==> config.mk <==
export PLATFORM = sky130hd
export DESIGN_NAME = tx_msg_sequencer
export DESIGN_NICKNAME = d
export VERILOG_FILES = /design/src/rtl/tx_msg_sequencer.sv
export SDC_FILE = /design/constraint.sdc
export NUM_CORES = 1
export LEC_CHECK = 0
export CAP_MARGIN = 40
export CORE_ASPECT_RATIO = 1.5
export CORE_MARGIN = 1.5
export CORE_UTILIZATION = 60
export DETAILED_ROUTE_END_ITERATION = 7
export DONT_BUFFER_PORTS = 1
export PLACE_DENSITY = 0.77
export SYNTH_ARGS = -nofsm -noshare
export SYNTH_HDL_FRONTEND = slang
export SYNTH_SLANG_ARGS = --single-unit
==> constraint.sdc <==
create_clock -name CLK -period 3.95 [get_ports CLK]
set_input_delay 0.9875 -clock CLK [delete_from_list [all_inputs] [get_ports CLK]]
set_output_delay 0.9875 -clock CLK [all_outputs]
set_load 0.05 [all_outputs]
==> src/rtl/tx_msg_sequencer.sv <==
// rtl/tx_msg_sequencer.sv - steps a fixed character message into a UART transmitter, periodically or on request
//
// Ports:
//   CLK          - rising-edge clock
//   RSTn         - asynchronous active-low reset
//   Mode         - 0 = send every PERIOD cycles, 1 = send once per Start_Sig
//   Start_Sig    - single-cycle send request (used only when Mode = 1)
//   TX_Done_Sig  - one-cycle pulse from the transmitter: current character sent
//   TX_En_Sig    - transmit request, high while a character is offered
//   TX_Data      - character being offered (always MSG character Byte_Idx)
//   Byte_Idx     - index of the current character
//   Busy         - high from message start through the DONE cycle
//   Msg_Done_Sig - one-cycle pulse in the DONE state
//   Overrun      - sticky: a trigger arrived while a message was in progress

module tx_msg_sequencer #(
  parameter int unsigned          DATA_W  = 8,
  parameter int unsigned          MSG_LEN = 4,
  parameter logic [16*DATA_W-1:0] MSG     = (16*DATA_W)'(32'h0A0D6948),
  parameter logic [31:0]          PERIOD  = 32'd50_000_000
) (
  input  logic              CLK,
  input  logic              RSTn,
  input  logic              Mode,
  input  logic              Start_Sig,
  input  logic              TX_Done_Sig,
  output logic              TX_En_Sig,
  output logic [DATA_W-1:0] TX_Data,
  output logic [3:0]        Byte_Idx,
  output logic              Busy,
  output logic              Msg_Done_Sig,
  output logic              Overrun
);

  typedef enum logic [1:0] {
    IDLE = 2'd0,
    SEND = 2'd1,
    GAP  = 2'd2,
    DONE = 2'd3
  } state_t;

  localparam logic [3:0] LAST_IDX = 4'(MSG_LEN - 1);

  function automatic logic [DATA_W-1:0] char_at(input logic [3:0] k);
    return MSG[int'(k)*DATA_W +: DATA_W];
  endfunction

  state_t              state_q;
  logic [31:0]         cnt_q;
  logic [31:0]         cnt_d;
  logic [3:0]          idx_q;
  logic [DATA_W-1:0]   data_q;
  logic                tx_en_q;
  logic                busy_q;
  logic                msg_done_q;
  logic                overrun_q;
  logic                tick;
  logic                trigger;

  // Free-running interval counter; it never pauses, so the tick grid is
  // fixed relative to reset regardless of message activity.
  assign tick    = (cnt_q == PERIOD - 32'd1);
  assign cnt_d   = tick ? 32'd0 : cnt_q + 32'd1;
  assign trigger = Mode ? Start_Sig : tick;

  always_ff @(posedge CLK or negedge RSTn) begin
    if (!RSTn) begin
      state_q    <= IDLE;
      cnt_q      <= 32'd0;
      idx_q      <= 4'd0;
      data_q     <= char_at(4'd0);
      tx_en_q    <= 1'b0;
      busy_q     <= 1'b0;
      msg_done_q <= 1'b0;
      overrun_q  <= 1'b0;
    end else begin
      cnt_q      <= cnt_d;
      msg_done_q <= 1'b0;

      // Triggers are never queued: one that lands outside IDLE is lost.
      if (trigger && (state_q != IDLE)) begin
        overrun_q <= 1'b1;
      end

      case (state_q)
        IDLE: begin
          if (trigger) begin
            state_q <= SEND;
            tx_en_q <= 1'b1;
            busy_q  <= 1'b1;
          end
        end
        SEND: begin
          if (TX_Done_Sig) begin
            tx_en_q <= 1'b0;
            if (idx_q == LAST_IDX) begin
              state_q    <= DONE;
              msg_done_q <= 1'b1;
            end else begin
              // Advance the index now so the next character is already
              // settled on TX_Data during the one-cycle gap.
              state_q <= GAP;
              idx_q   <= idx_q + 4'd1;
              data_q  <= char_at(idx_q + 4'd1);
            end
          end
        end
        GAP: begin
          state_q <= SEND;
          tx_en_q <= 1'b1;
        end
        DONE: begin
          state_q <= IDLE;
          busy_q  <= 1'b0;
          idx_q   <= 4'd0;
          data_q  <= char_at(4'd0);
        end
        default: begin
          state_q <= IDLE;
          tx_en_q <= 1'b0;
          busy_q  <= 1'b0;
          idx_q   <= 4'd0;
          data_q  <= char_at(4'd0);
        end
      endcase
    end
  end

  assign TX_En_Sig    = tx_en_q;
  assign TX_Data      = data_q;
  assign Byte_Idx     = idx_q;
  assign Busy         = busy_q;
  assign Msg_Done_Sig = msg_done_q;
  assign Overrun      = overrun_q;

endmodule
==> run_results.csv <==
group,metric,value,unit
sta,fin_ws,1.71,ns
job,maxCapViolCount,0,
worst_setup_path,cp.buffers_inverters,0,
cells_and_area,final_nets,257,
sta,setup_tns,0,ns
cts,numCtsBuffers,5,
placed_design,gp_congestion,0.887,
cts,cts_tree,"done",
cts,cts.path.max_buffers,2,
placed_design,hpwl,3730,um
cells_and_area,fin_util,66.0,%
grt,grt_pass1_vias,1855,
logic_synthesis,synth.top_cell.area_share,46.5,%
worst_setup_path,timing.critical_path.cells,"ha_1, or3b_2, a21oi_1, nor2b_1, mux2_2",
cts,numClockSinks,48,
floorplanning,die_y,81.7,um
pwr,seq_power_share,58.4,%
detailed_routing,drt-total-wl,5080,um
sta,fin_worst_skew,0.00812,ns
worst_setup_path,crit_start,"Byte_Idx[0]",
detailed_routing,num_vias,1883,
run_status,status,"finished, final reports clean",
worst_setup_path,crit_slowest_cell,"dfrtp_1",
logic_synthesis,synth-seq-cells,48,
worst_setup_path,worstRegToRegCells,5,
detailed_routing,antenna_left,0,
logic_synthesis,yosysUniqueCellTypes,48,
cts,clockRootBuffer,"clkbuf_8",
sta,max-slew-margin-rel,43.7,%
pwr,power.total,1.46,mW
cells_and_area,fin_area,2610,um^2
pwr,comb_power_share,18.1,%
cells_and_area,insertedDiodeCount,0,
sta,rsz0062_at_grt,"false",
cells_and_area,final_cells,293,
sta,setup_viol,0,
floorplanning,core,3960,um^2
logic_synthesis,synth_area_leader_cell,"dfrtp_1",
grt,antenna_found_initial,0,
worst_setup_path,timing.critical_path.required,4.17,ns
grt,grt_pass1_wl,8560,um
pwr,switching_share,40.2,%
cts,h-tree-depth,2,
pwr,p_per_area,561,nW/um^2
placed_design,placed_area,2500,um^2
sta,period_share,56.7,%
logic_synthesis,synthTopCellsByArea,"dfrtp_1, xor2_1, xnor2_1",
cells_and_area,area_delta_synth_final,5.51,%
logic_synthesis,synth_ff_type,"dfrtp_1",
cells_and_area,fillers,325,
sta,hold_ws,0.379,ns
cts,cts_resized,0,
sta,tightest_slew,0.836,ns
worst_setup_path,critPathLaunchType,"flop",
sta,fmax,446,MHz
pwr,p_switching,0.589,mW
floorplanning,ios,21,
logic_synthesis,syn_area,2470,um^2
logic_synthesis,yosysWarnings,0,
floorplanning,die-area,4530,um^2
sta,drv_slew,0,
worst_setup_path,critPathMaxFanout,6,
detailed_routing,drt_drc_violations_left,0,
worst_setup_path,worst_ep_arrival_time,2.46,ns
worst_setup_path,slowest_delay,0.73,ns
detailed_routing,via_per_inst,6.43,
placed_design,dp_slack,1.74,ns
worst_setup_path,worstSetupEndpointType,"flop",
floorplanning,rows,28,
pwr,p_clk_share,23.5,%
sta,min_period,2.24,ns
detailed_routing,post_drt_wl_per_cell,17.3,um
logic_synthesis,synth_area_per_cell,9.94,um^2
cts,clk_latency,0.29,ns
logic_synthesis,yosysSeqAreaShare,48.6,%
cts,cts_setup_buffers,0,
detailed_routing,drtIter0Drc,116,
logic_synthesis,syn_inst,249,
grt,grt_util_all_layers,24.2,%
cells_and_area,drive_gt1_share,8.87,%
floorplanning,start_util,62.5,%
sta,hold_violations,0,
cts,cts.reportedPaths.clkPinSlew,0.09,ns
detailed_routing,dr.pass1.iters,4,
placed_design,port_buffers,0,
cts,cts_hold_buf,0,
worst_setup_path,critPathTopFamily,"flip-flops",
grt,gr-total-overflow,0,
placed_design,placed_cells,285,
worst_setup_path,crit_type,"flop to flop",
pwr,ir_drop,461,uV
logic_synthesis,synth-edff-count,0,
min_path,hp-class,"input pin to asynchronous set/reset pin",
worst_setup_path,path_depth,5,
floorplanning,chipWidth,55.4,um
grt,grt_max_degree,49,
pwr,cellLeakagePower,1.11,nW
pwr,p_int,0.876,mW
worst_setup_path,r2r_start,"Byte_Idx[0]",
logic_synthesis,async_reset_ff_share,100,%
==> power groups by stage <==
stage          clock, mW  combinational (mW)  sequential [mW]
6_report           0.344               0.265            0.856
5_1_grt            0.364               0.297            0.870
4_1_cts            0.348               0.266            0.857
3_5_place_dp           0               0.265            0.867
3_3_place_gp           0               0.255            0.863
2_1_floorplan          0               0.236            0.830
==> layer usage <==
layer	routed length [um]	share of wire [%]	track usage [%]	up-vias
met5	0	0	0	-
met4	110	2.2	9.51	0
met3	200	3.9	5.35	11
met2	2750	54	46.1	45
met1	2020	40	25.8	921
li1	-	-	-	906
==> worst register-to-register path: stages, from the launching register on <==
cell	delay (ns)
dfrtp_1	0.73
ha_1	0.33
or3b_2	0.49
a21oi_1	0.19
nor2b_1	0.14
mux2_2	0.29
==> area by class of cell <==
| class | instances | area, um^2 | share of cell area, % |
|---|---|---|---|
| inverters | 9 | 33.8 | 1.29 |
| clock inverters | 2 | 35.0 | 1.34 |
| multi-input cells | 182 | 1200 | 45.9 |
| flip-flops and latches | 48 | 1200 | 46.1 |
| clock buffers | 6 | 72.6 | 2.78 |
| repair buffers | 1 | 11.3 | 0.431 |
| well taps | 45 | 56.3 | 2.16 |
==> logic make-up after synthesis <==
logic type / share of synthesized area [%]
flip-flops: 48.6
other: 0.152
buffers and inverters: 3.44
AO/OA/AOI/OAI: 10.6
XOR/XNOR: 7.43
AND/OR/NAND/NOR: 25.5
adder cells (fa/ha/maj): 2.53
multiplexers: 1.72
==> Yosys cell counts (all sizes together) (2+ instances only) <==
cell type and count:
dfrtp 46, nand2 22, nor2 14, nand4 13, nand3 12, a21oi 11
xor2 11, nor4 10, xnor2 10, inv 9, nor3 9, clkbuf 7
o31ai 7, or4 6, and4 5, ha 5, o21ai 5, a22o 4
and3 4, buf 4, nor2b 3, nor4b 3, or3 3, dfstp 2
mux2 2, mux2i 2, nor3b 2, o22ai 2, or2 2
==> placed cells by master, fill, tap and decap left out, drive strengths merged, types with 5 or more instances in the layout <==
master / netlist / routed
a21oi: 11 / 11
and4: 5 / 5
clkbuf: 7 / 6
dfrtp: 46 / 46
ha: 5 / 5
inv: 9 / 9
nand2: 22 / 22
nand3: 12 / 12
nand4: 13 / 13
nor2: 14 / 14
nor3: 9 / 9
nor4: 10 / 10
o21ai: 5 / 5
o31ai: 7 / 7
or4: 6 / 6
xnor2: 10 / 10
xor2: 11 / 11
==> worst paths after layout <==
| check | slack [ns] | endpoint |
|---|---|---|
| max | 1.71 | TX_Data[3] |
| min | 0.38 | Byte_Idx[1] |
| max reg2reg | 1.71 | TX_Data[3] |
| min reg2reg | 0.48 | cnt_q[0] |
| max in group asynchronous | 3.39 | TX_Data[6] |
| min in group CLK | 0.48 | cnt_q[0] |
==> registers in the layout, summed over array words and instances (netlist names) <==
name and flops:
TX_Data 6, Busy 1, TX_En_Sig 1, Msg_Done_Sig 1
Byte_Idx 4, Overrun 1, cnt_q 32, state_q 2
(Power assumes the default switching activity.)
